--- config.mk ---
export PLATFORM = sky130hd
export DESIGN_NAME = keypad_code_buffer
export DESIGN_NICKNAME = d
export VERILOG_FILES = /design/src/rtl/keypad_code_buffer.sv
export SDC_FILE = /design/constraint.sdc
export NUM_CORES = 1
export LEC_CHECK = 0
export CAP_MARGIN = 20
export CORE_ASPECT_RATIO = 1.1
export CORE_MARGIN = 2
export CORE_UTILIZATION = 40
export CTS_CLUSTER_DIAMETER = 50
export DETAILED_ROUTE_END_ITERATION = 7
export PLACE_DENSITY = 0.69
export RECOVER_POWER = 50
export SYNTH_ARGS = -nofsm -noshare
export SYNTH_HDL_FRONTEND = slang
export SYNTH_SLANG_ARGS = --single-unit
--- constraint.sdc ---
create_clock -name clk -period 6.7 [get_ports clk]
set_input_delay 0.67 -clock clk [delete_from_list [all_inputs] [get_ports clk]]
set_output_delay 0.67 -clock clk [all_outputs]
set_load 0.02 [all_outputs]
--- src/rtl/keypad_code_buffer.sv ---
// Keypad scan-code buffer: readn handshake, DEPTH-entry code FIFO, optional hex accumulator (KEYBUF_HEX_ACC_EN).
// Latency: a captured code is visible at rd_data the cycle after key_ready is seen; readn drops that same cycle.
// Backpressure: none toward the debouncer; a valid code arriving while full without a pop is dropped and flags overflow.
module keypad_code_buffer #(
  parameter int DEPTH  = 8,
  parameter int DIGITS = 8,
  localparam int AW    = $clog2(DEPTH),
  localparam int W     = 4 * DIGITS
) (
  input  logic          clk,
  input  logic          rst,
  input  logic          key_ready,
  input  logic [4:0]    key_code,
  output logic          readn,
  input  logic          pop,
  output logic [4:0]    rd_data,
  output logic          rd_valid,
  output logic [AW:0]   count,
  output logic          full,
  output logic          overflow,
  input  logic          clr_ovf,
  output logic [W-1:0]  hex_val,
  output logic [W-1:0]  hex_latched,
  output logic          enter_pulse
);

  typedef enum logic {IDLE, ACK} state_t;

  localparam logic [AW-1:0] PTR_ONE = AW'(1);
  localparam logic [AW:0]   CNT_ONE = (AW + 1)'(1);
  localparam logic [AW:0]   CNT_MAX = (AW + 1)'(DEPTH);

  state_t state_q, state_d;

  logic          capture;
  logic          code_vld;
  logic          pop_en;
  logic          push_en;
  logic          ovf_set;
  logic [4:0]    mem [DEPTH];
  logic [AW-1:0] head, tail;

  always_ff @(posedge clk) begin
    if (rst) state_q <= IDLE;
    else     state_q <= state_d;
  end

  always_comb begin
    state_d = state_q;
    case (state_q)
      IDLE: if (key_ready)  state_d = ACK;
      ACK:  if (!key_ready) state_d = IDLE;
      default: state_d = IDLE;
    endcase
  end

  always_comb begin
    readn = 1'b1;
    if (state_q == ACK) readn = 1'b0;
  end

  // Only the IDLE->ACK edge samples key_code, so a held key_ready yields one capture.
  assign capture  = (state_q == IDLE) && key_ready;
  assign code_vld = key_code < 5'd20;

  assign full     = (count == CNT_MAX);
  assign rd_valid = (count != '0);
  assign rd_data  = mem[head];
  assign pop_en   = pop && rd_valid;
  assign push_en  = capture && code_vld && (!full || pop_en);
  assign ovf_set  = capture && code_vld && full && !pop_en;

  always_ff @(posedge clk) begin
    if (rst) begin
      for (int i = 0; i < DEPTH; i++) mem[i] <= '0;
      head     <= '0;
      tail     <= '0;
      count    <= '0;
      overflow <= 1'b0;
    end else begin
      if (push_en) begin
        mem[tail] <= key_code;
        tail      <= tail + PTR_ONE;
      end
      if (pop_en) head <= head + PTR_ONE;
      case ({push_en, pop_en})
        2'b10:   count <= count + CNT_ONE;
        2'b01:   count <= count - CNT_ONE;
        default: count <= count;
      endcase
      if (ovf_set)      overflow <= 1'b1;
      else if (clr_ovf) overflow <= 1'b0;
    end
  end

`ifdef KEYBUF_HEX_ACC_EN
  always_ff @(posedge clk) begin
    if (rst) begin
      hex_val     <= '0;
      hex_latched <= '0;
      enter_pulse <= 1'b0;
    end else begin
      enter_pulse <= 1'b0;
      if (capture) begin
        case (key_code)
          5'd16: hex_val <= hex_val >> 4;
          5'd17: hex_val <= '0;
          5'd18: begin
            hex_latched <= hex_val;
            hex_val     <= '0;
            enter_pulse <= 1'b1;
          end
          default: begin
            // Codes 19..31 have bit 4 set and leave the accumulator alone.
            if (!key_code[4]) hex_val <= {hex_val[W-5:0], key_code[3:0]};
          end
        endcase
      end
    end
  end
`else
  assign hex_val     = '0;
  assign hex_latched = '0;
  assign enter_pulse = 1'b0;
`endif

endmodule
Word-level counts from Yosys, hierarchy flattened
Memories as Yosys holds them, arrays and structs flattened. A register that Yosys moved wholly into a read port is not among the register bits. Index checks and enable logic that the tools add are counted. Widths: inputs -> output; s select.

Magnitude comparators: 1. Multiplexer cells: 15. Equal/unequal tests: 3. Bitwise gates (word level): 1. Add/sub/neg operators: 4. Reduce and logical (&&, ||, !) cells: 13.

Operator list (count): $mux 1 (10); $mux 3 (3); $pmux 4 s2 (1); $add 3x1->3 const B (2); $logic_and 1x1->1 (6); $lt 5x5->1 const B (1); $mux 5 (1); $reduce_or 5->1 (1); $add 4x1->4 const B (1); $eq 4x4->1 const B (1); $reduce_bool 2->1 (2); $reduce_bool 4->1 (1); $sub 4x1->4 const B (1); $eq 2x1->1 const B (1); $eq 2x2->1 const B (1); $logic_not 1->1 (2); $logic_or 1x1->1 (1); $not 1->1 (1).

Logic and storage cells: 43. Memories kept: 1. Register bits: 12. Input bits: 10. Memory bits (writable): 40. Output and inout port bits: 78.

Memory list: mem (words 8, bits a word 5, rd ports 1, clocked after Yosys merged registers in 1, write ports 8, line 40) `logic [4:0] mem [DEPTH];`.

Depth between registers and ports, before layout
Gate-level depths: netlist of run 1.

Depth after elaboration: 9. Mapped depth: 10. Depth with buffers taken out: 10.

Worst setup path before layout of run 1
No wires, ideal clock.

Path type: reg2reg. Start point: register count[0]. End point: register count[3]. Arrival: 2.758 ns. Clock period less this slack: 2.829 ns. Stages on the path, launching flop included: 10. Library setup time: 0.071 ns. Buffers on the path: 0. Setup slack: 3.871 ns. Required time: 6.629 ns. Cells stage by stage: dfxtp_1 > or4_2 > nand2_1 > inv_1 > ha_1 > ha_1 > a21oi_1 > a21oi_1 > or4_1 > a21oi_1.

Word-level cells in the longest chain between the ends: 6. Elaborated cells between the ends (all ways): 12. Those cells by class: 2 x add/sub; 3 x eq/ne; 1 x mux; 6 x reduce/logical.

Ends and longest elaborated chain: start: declaration (line 18) `output logic [AW:0] count,`; start signal: assignment (line 87) `2'b10: count <= count + CNT_ONE;`; start signal: assignment (line 88) `2'b01: count <= count - CNT_ONE;`; start signal: assignment (line 89) `default: count <= count;`; $reduce_bool 4->1 (*) (line 67) `assign rd_valid = (count != '0);`; named net rd_valid (line 17) `output logic rd_valid,`; $logic_and 1x1->1 (*) (line 69) `assign pop_en = pop && rd_valid;`; named net pop_en (line 37) `logic pop_en;`; $logic_or 1x1->1 (line 70) `assign push_en = capture && code_vld && (!full || pop_en);`; $logic_and 1x1->1 (line 70); $eq 2x1->1 / $eq 2x2->1 (equally long branches) (line 86) `case ({push_en, pop_en})`; $pmux 4 s2 / $reduce_bool 2->1 (equally long branches).

The timed path passes the listed nets; every way through them passes the cells marked *. A chain may end at the register's enable or synchronous reset.

Worst setup path in the final report of run 1
Start point: input key_code[3]. End point: register count[3].

Word-level cells in the longest chain between the ends: 5. Elaborated cells between the ends (all ways): 7. Those cells by class: 1 x order compare; 2 x eq/ne; 1 x mux; 3 x reduce/logical.

Ends and longest elaborated chain: start: declaration (line 13) `input logic [4:0] key_code,`; $lt 5x5->1 (*) (line 64) `assign code_vld = key_code < 5'd20;`; $logic_and 1x1->1 (*) (2 in series) (line 70); $eq 2x1->1 / $eq 2x2->1 (equally long branches) (line 86); $pmux 4 s2 / $reduce_bool 2->1 (equally long branches).

Every way passes the cells marked *; elsewhere a longest branch is shown, timed or not.

==> results of run 1 <==
-- per-stage QoR --
stage           util  instance area, um^2  hold WS (ps)  total power, mW  setup WS (ps)
6_report       0.428                 3160           482            0.948           3110
5_1_grt        0.428                 3160           525            0.995           2860
4_1_cts        0.430                 3180           491            0.960           3190
3_5_place_dp   0.412                 3050           478            0.709           2890
3_3_place_gp   0.412                 3050           470            0.701           3060
2_1_floorplan      -                 3250           454            0.648           3870
-- worst max path at each step --
stage / slack, ps / endpoint / cells past startpoint
after global placement: 3060 / count[3] / 10
after CTS: 3190 / count[3] / 10
after floorplan: 3870 / count[3] / 9
after global routing: 2860 / count[3] / 10
after detailed placement: 2890 / count[3] / 10
final: 3110 / count[3] / 10
-- placed cells by master, fill, tap and decap left out, drive strengths merged, types with 3 or more instances in the layout --
cell type,synthesis,final
a21o,3,3
a21oi,6,6
a31o,4,4
clkbuf,5,6
clkdlybuf4s50,0,14
conb,1,65
dfxtp,15,15
dlygate4sd3,0,8
edfxtp,40,40
ha,5,5
inv,7,7
mux2,6,6
mux4,10,10
nand2,13,13
nand3,4,4
nor2,55,55
nor2b,5,5
xor2,4,4
-- report_power, final --
group          leakage, nW  internal [mW]  switching [mW]
clock network       0.0654          0.149           0.106
logic                0.662          0.114           0.158
registers            0.537          0.390          0.0317
-- sequential cells by signal, indices dropped and copies added (netlist names), named ones only --
signal    count
head          3
count         4
tail          3
overflow      1
state_q       1
mem          40
-- critical path, delay by kind of cell --
kind | cells | cell delay, ps
compound gates | 5 | 1440
buf+inv | 2 | 650
simple gates | 1 | 470
fa+ha+maj | 2 | 580
-- kinds of logic (layout without fill, tap and decap cells) --
family,count (synthesis),in the layout
AO/OA/AOI/OAI,18,18
XOR/XNOR,5,5
adder cells (fa/ha/maj),6,6
buffers and inverters,81,37
flip-flops,55,55
multiplexers,17,17
other,1,65
AND/OR/NAND/NOR,84,84
-- final cells by class --
| class | count | area, um^2 | area share |
|---|---|---|---|
| Inverter | 7 | 26.3 | 0.00830 |
| Multi-Input combinational cell | 195 | 1170 | 0.371 |
| Clock buffer | 6 | 72.6 | 0.0229 |
| Tap cell | 87 | 109 | 0.0344 |
| Clock inverter | 2 | 60.1 | 0.0190 |
| Sequential cell | 55 | 1500 | 0.474 |
| Timing Repair Buffer | 22 | 220 | 0.0696 |
-- metal layers --
layer	part of all wire	track usage	wire length, um	up-vias
li1	-	-	-	824
met1	0.42	0.171	2290	855
met2	0.50	0.229	2730	64
met3	0.066	0.0329	358	2
met4	0.0066	0.0313	36	0
met5	0	0	0	-
==> qor.yml, run 1 <==
worst_setup_path:
  r2r-start: "count[0]"
  reg2reg_depth: 9
  r2r-end: "count[3]"
  critical_path.endpoint_type: "flop"
  crit_arrival_ps: 3830
  cp.required_ps: 6930
  crit_chain: "dlygate4sd3_1 -> o21ai_0 -> o2111a_1 -> inv_2 -> ha_1 -> ha_1 -> a21oi_1 -> a21oi_1 -> or4_1 -> a21oi_1"
  critPathLaunch: "key_code[3]"
  cp_common_cell: "a21oi_1"
  cpMaxStageDelayCell: "o2111a_1"
  critPathKind: "primary input to flop"
  cp_max_fo: 11
  cpPeakStageDelay_ps: 590
  rrSetupSlack_ps: 3680
  start_kind: "primary input"
floorplan:
  row_count: 33
  die_height_um: 95.0
  ios: 88
  die_area_um2: 8250
  fp.coreArea_um2: 7390
  die_x_um: 86.8
  start_util: 0.408
yosys:
  synth-seq-cells: 55
  synthAdderAreaFrac: 0.0274
  muxShareOfSynthArea: 0.102
  yosysMostFrequentCell: "buf_4"
  synth_simple_gate_area_share: 0.127
  synth-async-reset-ratio: 0
  synthTopCellsByCount: "buf_4 (66), nor2_1 (55), edfxtp_1 (40), dfxtp_1 (15), nand2_1 (12)"
  synth.distinct_cells: 37
  yosysWarningCount: 0
  synth_top_area_frac: 0.399
  synth_area_um2: 3010
  synth.area.top_cells: "edfxtp_1 (40%), buf_4 (16%), dfxtp_1 (10%), mux4_2 (7.5%), nor2_1 (6.8%)"
  synth_xor_area_frac: 0.0145
  syn-mean-instance-area_um2: 11.3
  synth_top_area_cell: "edfxtp_1"
  synth_compound_area_frac: 0.0432
  netlist_instances: 267
  synthFlopType: "edfxtp_1"
  seq_area_frac_synth: 0.498
  synth_top_family_by_area: "buffers and inverters"
  synth_edf_count: 40
layout:
  area.growth.synth_to_final_pct: 4.98
  nets: 302
  diodes: 0
  num-fill-cells: 696
  layoutNonFillerInstCount: 374
  drive_gt1_frac: 0.0941
drt:
  drt_pass1_iterations: 4
  drtIter0Drc: 139
  drc: 0
  ant_nets: 0
  totalWireLength_um: 5410
  wl_per_cell_um: 14.5
  vias: 1745
  viasPerCell: 4.67
timing:
  slew_viol_final: 0
  finalClockSkew_ps: 11.2
  fmax_mhz: 278
  fin_crit_ps: 3590
  hold_viol: 0
  setup_tns_ps: 0
  slew-limit-headroom: 0.468
  tightest_slew_ps: 795
  rsz0062_at_grt: "false"
  setup-violations-final: 0
  fin_crit_sh: 0.537
clocking:
  h-tree-depth: 2
  cts_buffers: 5
  cts-resized-gates: 0
  cts_tree: "yes"
  cts_hold_buf: 0
  root_buffer: "clkbuf_8"
  cts_num_sinks: 55
  clk_pin_slew_ps: 90
  cts_setup_buffers: 0
  worstSkewPairLatency_ps: 310
  clock_path_buffers: 2
placement:
  placed_cells: 366
  portBuffers: 22
  dp_hpwl_um: 3980
  place.gp.congestion: 0.808
job:
  max-cap-violations: 0
power:
  power-per-cell-area_nw_per_um2: 300
  power_leakage_nw: 1.26
  ir_drop_mv: 0.143
global_route:
  first_global_vias: 1686
  grt_remaining_overflow: 0
  antenna_found_initial: 0
  globalRouteTotalUtil: 0.134
  grt_max_degree: 23
  grt_first_pass_wirelength_um: 8320
min_path:
  min_path_cells: 2
  hp-class: "flop to flop"
  min_to: "head[1]"
  min-delay-start: "head[1]"
status:
  outcome: "complete, no violations"
(Power assumes the default switching activity.)
==> inputs of run 2 (changes only) <==
- clock period: 6.7 -> 3.7 ns (I/O delays scaled with it)
==> run 2 against run 1 <==
  * Flip-flop and latch count unchanged
  * Routed wire length down 0.98%
  * Die area is the same
  * Design area down 1.1%
  * Critical path depth did not move
  * Total power rose by 68%
  * Count of clock-buffer cells in the layout rose by 1
  * Clock power is 33% higher
  * Via count grew 1.2%
  * Critical endpoint unchanged
  * Largest cell class unchanged
==> qor.yml, run 2 (same netlist as run 1, synthesis figures left out) <==
placement:
  dp_hpwl_um: 3880  # -2.6%
  place.gp.congestion: 0.820  # +1.5%
  portBuffers: 22  # unchanged
  post-place-ws_ps: 546  # -2340 ps
layout:
  diodes: 0  # unchanged
  largest-register: "mem"
  area.growth.synth_to_final_pct: 3.86
  largest_reg_flops: 40  # unchanged
  reg_top3: "mem: 40 flops, count: 4 flops"
  final_common_cell: "conb_1"
  drive_gt1_frac: 0.0938  # -0.000327
  most-common-layout-cells: "conb_1 (65), nor2_1 (55), edfxtp_1 (40)"
  utilization: 0.424  # -0.00457
  nets: 303  # +0.33%
min_path:
  min_path_cells: 2  # unchanged
  hp-class: "flop to flop"
status:
  outcome: "complete, no violations"
worst_setup_path:
  critical_path.endpoint_type: "flop"
  start_kind: "primary input"
  endpoint: "count[3]"
  reg2reg_depth: 9  # unchanged
  r2r-end: "count[3]"
  r2r-start: "count[0]"
  rrSetupSlack_ps: 830  # -2850 ps
  cp.required_ps: 3930  # -3000 ps
  crit_arrival_ps: 3230  # -600 ps
  cp_max_fo: 3  # -8
  critPathLaunch: "key_code[3]"
  critPathKind: "primary input to flop"
clocking:
  cts_num_sinks: 55  # unchanged
  cts_buffers: 5  # unchanged
  cts-resized-gates: 0  # unchanged
  root_buffer: "clkbuf_8"
  cts_setup_buffers: 0  # unchanged
  h-tree-depth: 2  # unchanged
  clock_path_buffers: 2  # unchanged
  worstSkewPairLatency_ps: 300  # about the same
  cts_tree: "yes"
  cts_hold_buf: 0  # unchanged
  clk_pin_slew_ps: 90  # about the same
timing:
  setup_tns_ps: 0  # unchanged
  fin_crit_ps: 3000
  tightest_slew_ps: 845  # +50.5 ps
  slew-limit-headroom: 0.435  # -0.0338
  fmax_mhz: 334
  timing.final.ws_setup_ps: 702  # -2400 ps
  finalClockSkew_ps: 11.8  # +0.677 ps
  rsz0062_at_grt: "false"
  setup-violations-final: 0  # unchanged
  slew_viol_final: 0  # unchanged
  fin_crit_sh: 0.810
  hold_viol: 0  # unchanged
power:
  power-per-cell-area_nw_per_um2: 509  # +70%
  power_leakage_nw: 1.25  # -1.2%
  ir_drop_mv: 0.260  # +81%
  power.total_mw: 1.59  # +68%
floorplan:
  die_area_um2: 8250  # unchanged
  start_util: 0.408  # unchanged
  ios: 88  # unchanged
  die_height_um: 95.0  # unchanged
  fp.coreArea_um2: 7390  # unchanged
  row_count: 33  # unchanged
  die_x_um: 86.8  # unchanged
global_route:
  grt_first_pass_wirelength_um: 8350  # +0.34%
  grt_max_degree: 23  # unchanged
  globalRouteTotalUtil: 0.136  # +0.00223
  antenna_found_initial: 0  # unchanged
  first_global_vias: 1713  # +1.6%
  grt_remaining_overflow: 0  # unchanged
drt:
  totalWireLength_um: 5360  # -0.98%
  viasPerCell: 4.71  # +0.93%
  drt_pass1_iterations: 4  # unchanged
  vias: 1766  # +1.2%
  ant_nets: 0  # unchanged
  drtIter0Drc: 114  # -18%
  wl_per_cell_um: 14.3  # -1.2%
  drc: 0  # unchanged
job:
  max-cap-violations: 0  # unchanged
## run 2: routing by layer
layer | vias up | GRT usage | part of all wire
met2 | 67 | 0.238 | 0.51
met5 | - | 0 | 0
met1 | 867 | 0.166 | 0.41
met4 | 0 | 0.0560 | 0.017
met3 | 8 | 0.0234 | 0.055
li1 | 824 | - | -
## run 2: layout make-up
class	count	area, um^2
Fill cell	715	4260
Sequential cell	55	1500
Multi-Input combinational cell	195	1170
Timing Repair Buffer	23	224
Tap cell	87	109
Clock buffer	7	86.3
Inverter	7	26.3
Clock inverter	1	8.76
## run 2: worst min path at each step
| stage | start | end | slack (ps) |
|---|---|---|---|
| floorplan | head[1] | flop | 450 |
| global placement | head[1] | head[1] | 480 |
| detailed placement | head[1] | head[1] | 500 |
| CTS | head[1] | head[1] | 520 |
| global route | head[1] | head[1] | 550 |
| finish | head[1] | flop | 510 |
## run 2: through the flow
| step | hold slack (ps) | area [um^2] | instances |
|---|---|---|---|
| global route | 546 | 3130 | 375 |
| detailed placement | 504 | 3060 | 367 |
| global placement | 476 | 3060 | 367 |
| CTS | 518 | 3150 | 375 |
| floorplan | 454 | 3250 | 331 |
| finish | 511 | 3130 | 375 |
## run 2: critical path: stages
cell and delay [ps]:
dlygate4sd3_1 580, o21ai_0 440, o2111a_1 320, inv_2 60, ha_1 210, ha_1 330
a21oi_1 190, a21oi_1 100, or4_1 480, a21oi_1 160
## run 2: where the power goes
group	internal [mW]	switching [mW]
logic	0.205	0.286
clock network	0.154	0.187
registers	0.707	0.0563
total	1.07	0.529
==> inputs of run 3 (changes only) <==
- clock period: 3.7 -> 2.9 ns (I/O delays scaled with it)
==> run 3 against run 2 <==
  * Routed wire length rose by 4.3%
  * Critical path depth did not move
  * First-iteration DRC count rose by 7.9%
  * Clock power rose by 21%
  * Combinational power rose by 37%
  * Design area rose by 1.4%
  * Total power rose by 28%
  * Flip-flop and latch count did not move
  * Sequential power rose by 26%
==> qor.yml, run 3 (same netlist as run 1, synthesis figures left out) <==
min_path:
  hp-class: "flop to flop"
  min_path_cells: 2  # unchanged
layout:
  largest_reg_flops: 40  # unchanged
  layoutNonFillerInstCount: 382  # +1.9%
  nets: 310  # +2.3%
  utilization: 0.429  # +0.00592
  drive_gt1_frac: 0.108  # +0.0147
  most-common-layout-cells: "conb_1 (65), nor2_1 (55), edfxtp_1 (40)"
  largest-register: "mem"
  diodes: 0  # unchanged
  final_area_um2: 3170  # +1.4%
  final_common_cell: "conb_1"
  area.growth.synth_to_final_pct: 5.31
  reg_top3: "mem: 40 flops, count: 4 flops"
  num-fill-cells: 715  # unchanged
worst_setup_path:
  crit_arrival_ps: 3070  # -160 ps
  cp_max_fo: 3  # unchanged
  critical_path.endpoint_type: "flop"
  reg2reg_depth: 9  # unchanged
  crit_chain: "dlygate4sd3_1 -> o21ai_0 -> o2111a_1 -> inv_1 -> ha_1 -> ha_1 -> a21oi_2 -> a21oi_1 -> or4_1 -> a21oi_1"
  crit_family: "compound AO/OA/AOI/OAI gates"
  timing.critical_path.depth: 10  # unchanged
  cp.required_ps: 3150  # -780 ps
  critical_path_buf_inv_count: 2  # unchanged
  start_kind: "primary input"
  cpPeakStageDelay_ps: 580  # about the same
  cpMaxStageDelayCell: "dlygate4sd3_1"
  critPathKind: "primary input to flop"
drt:
  drc: 0  # unchanged
  vias: 1772  # +0.34%
  ant_nets: 0  # unchanged
  totalWireLength_um: 5590  # +4.3%
  wl_per_cell_um: 14.6  # +2.4%
  drtIter0Drc: 123  # +7.9%
  drt_pass1_iterations: 4  # unchanged
  viasPerCell: 4.64  # -1.5%
power:
  power.total_mw: 2.04  # +28%
  p_seq_frac: 0.470  # -0.009
  ir_drop_mv: 0.348  # +34%
  p_sw_frac: 0.340  # +0.00854
  power-per-cell-area_nw_per_um2: 644  # +26%
  power.switching_mw: 0.695  # +31%
  clkPwrFrac: 0.201  # -0.012
  p_int_mw: 1.35  # +26%
  power_leakage_nw: 1.27  # +2.1%
  p_comb_frac: 0.329  # +0.021
placement:
  dp_hpwl_um: 4030  # +4.0%
  place.gp.congestion: 0.820  # about the same
  place_area_um2: 3110  # +1.7%
  placed_cells: 374  # +1.9%
  portBuffers: 22  # unchanged
  post-place-ws_ps: -74.1  # -620 ps
job:
  max-cap-violations: 0  # unchanged
clocking:
  cts_tree: "yes"
  clock_path_buffers: 2  # unchanged
  clk_pin_slew_ps: 100  # about the same
  worstSkewPairLatency_ps: 310  # about the same
  cts_buffers: 5  # unchanged
  cts_setup_buffers: 0  # unchanged
  cts_num_sinks: 55  # unchanged
  h-tree-depth: 2  # unchanged
  root_buffer: "clkbuf_8"
global_route:
  first_global_vias: 1695  # -1.1%
  globalRouteTotalUtil: 0.142  # +0.00600
  grt_first_pass_wirelength_um: 8670  # +3.8%
  grt_max_degree: 17  # -26%
  antenna_found_initial: 0  # unchanged
  grt_remaining_overflow: 0  # unchanged
timing:
  slew-limit-headroom: 0.630  # +0.195
  hold_slack_ps: 519  # +7.96 ps
  setup_tns_ps: 0  # unchanged
  setup-violations-final: 0  # unchanged
  finalClockSkew_ps: 9.21  # -2.62 ps
  fin_crit_sh: 0.970
  fmax_mhz: 355
  fin_crit_ps: 2810
  timing.final.ws_setup_ps: 86.1  # -616 ps
  hold_viol: 0  # unchanged
  slew_viol_final: 0  # unchanged
  rsz0062_at_grt: "false"
  tightest_slew_ps: 555  # -290 ps
floorplan:
  die_height_um: 95.0  # unchanged
  die_area_um2: 8250  # unchanged
  ios: 88  # unchanged
  die_x_um: 86.8  # unchanged
  row_count: 33  # unchanged
  start_util: 0.408  # unchanged
  fp.coreArea_um2: 7390  # unchanged
status:
  outcome: "complete, no violations"
run 3: cell count changes in the layout (fill, tap and decap cells not counted), sizes merged:
cell      previous run  this run
buf                  0         7
clkbuf               8         6
clkinv               1         2
clkinvlp             0         1
run 3: metal layers:
metal / part of all wire / vias up / track usage / routed length, um
met4: 0.017 / 0 / 0.0521 / 96
li1: - / 836 / - / -
met2: 0.51 / 70 / 0.237 / 2860
met5: 0 / - / 0 / 0
met3: 0.077 / 10 / 0.0355 / 429
met1: 0.39 / 856 / 0.179 / 2200
run 3: worst reg2reg max path, stage by stage (launching register included):
cell      delay [ps]
dfxtp_1          380
or4b_4           580
o2111a_1         260
inv_1             90
ha_1             210
ha_1             290
a21oi_2          170
a21oi_1           90
or4_1            460
a21oi_1          140
run 3: power by group through the flow:
stage	clock network, mW	registers [mW]	logic (mW)
3_3_place_gp	0	0.977	0.673
6_report	0.410	0.960	0.673
4_1_cts	0.421	0.963	0.691
5_1_grt	0.444	0.970	0.732
3_5_place_dp	0	0.980	0.688
2_1_floorplan	0	0.977	0.519
run 3: cell type report:
type                       instances  area [um^2]  area share
tap                               87          109      0.0343
inverter                           7         26.3     0.00828
timing repair buffer              30          277      0.0871
sequential                        55         1500       0.473
clock inverter                     3         15.0     0.00473
multi-input combinational        195         1180       0.371
clock buffer                       5         68.8      0.0217
run 3: repair_timing:
item | in CTS | in global routing
resized for setup | 0 | 3
hold buffers | 0 | 0
endpoints found under the setup margin | 0 | 1
endpoints found under the hold margin | 0 | 0
run 3: final timing paths:
check / end / slack, ps / startpoint
setup reg to reg: count[3] / 180 / count[0]
hold reg to reg: head[1] / 520 / head[1]
hold / removal: head[1] / 520 / head[1]
setup / recovery: count[3] / 90 / key_code[3]
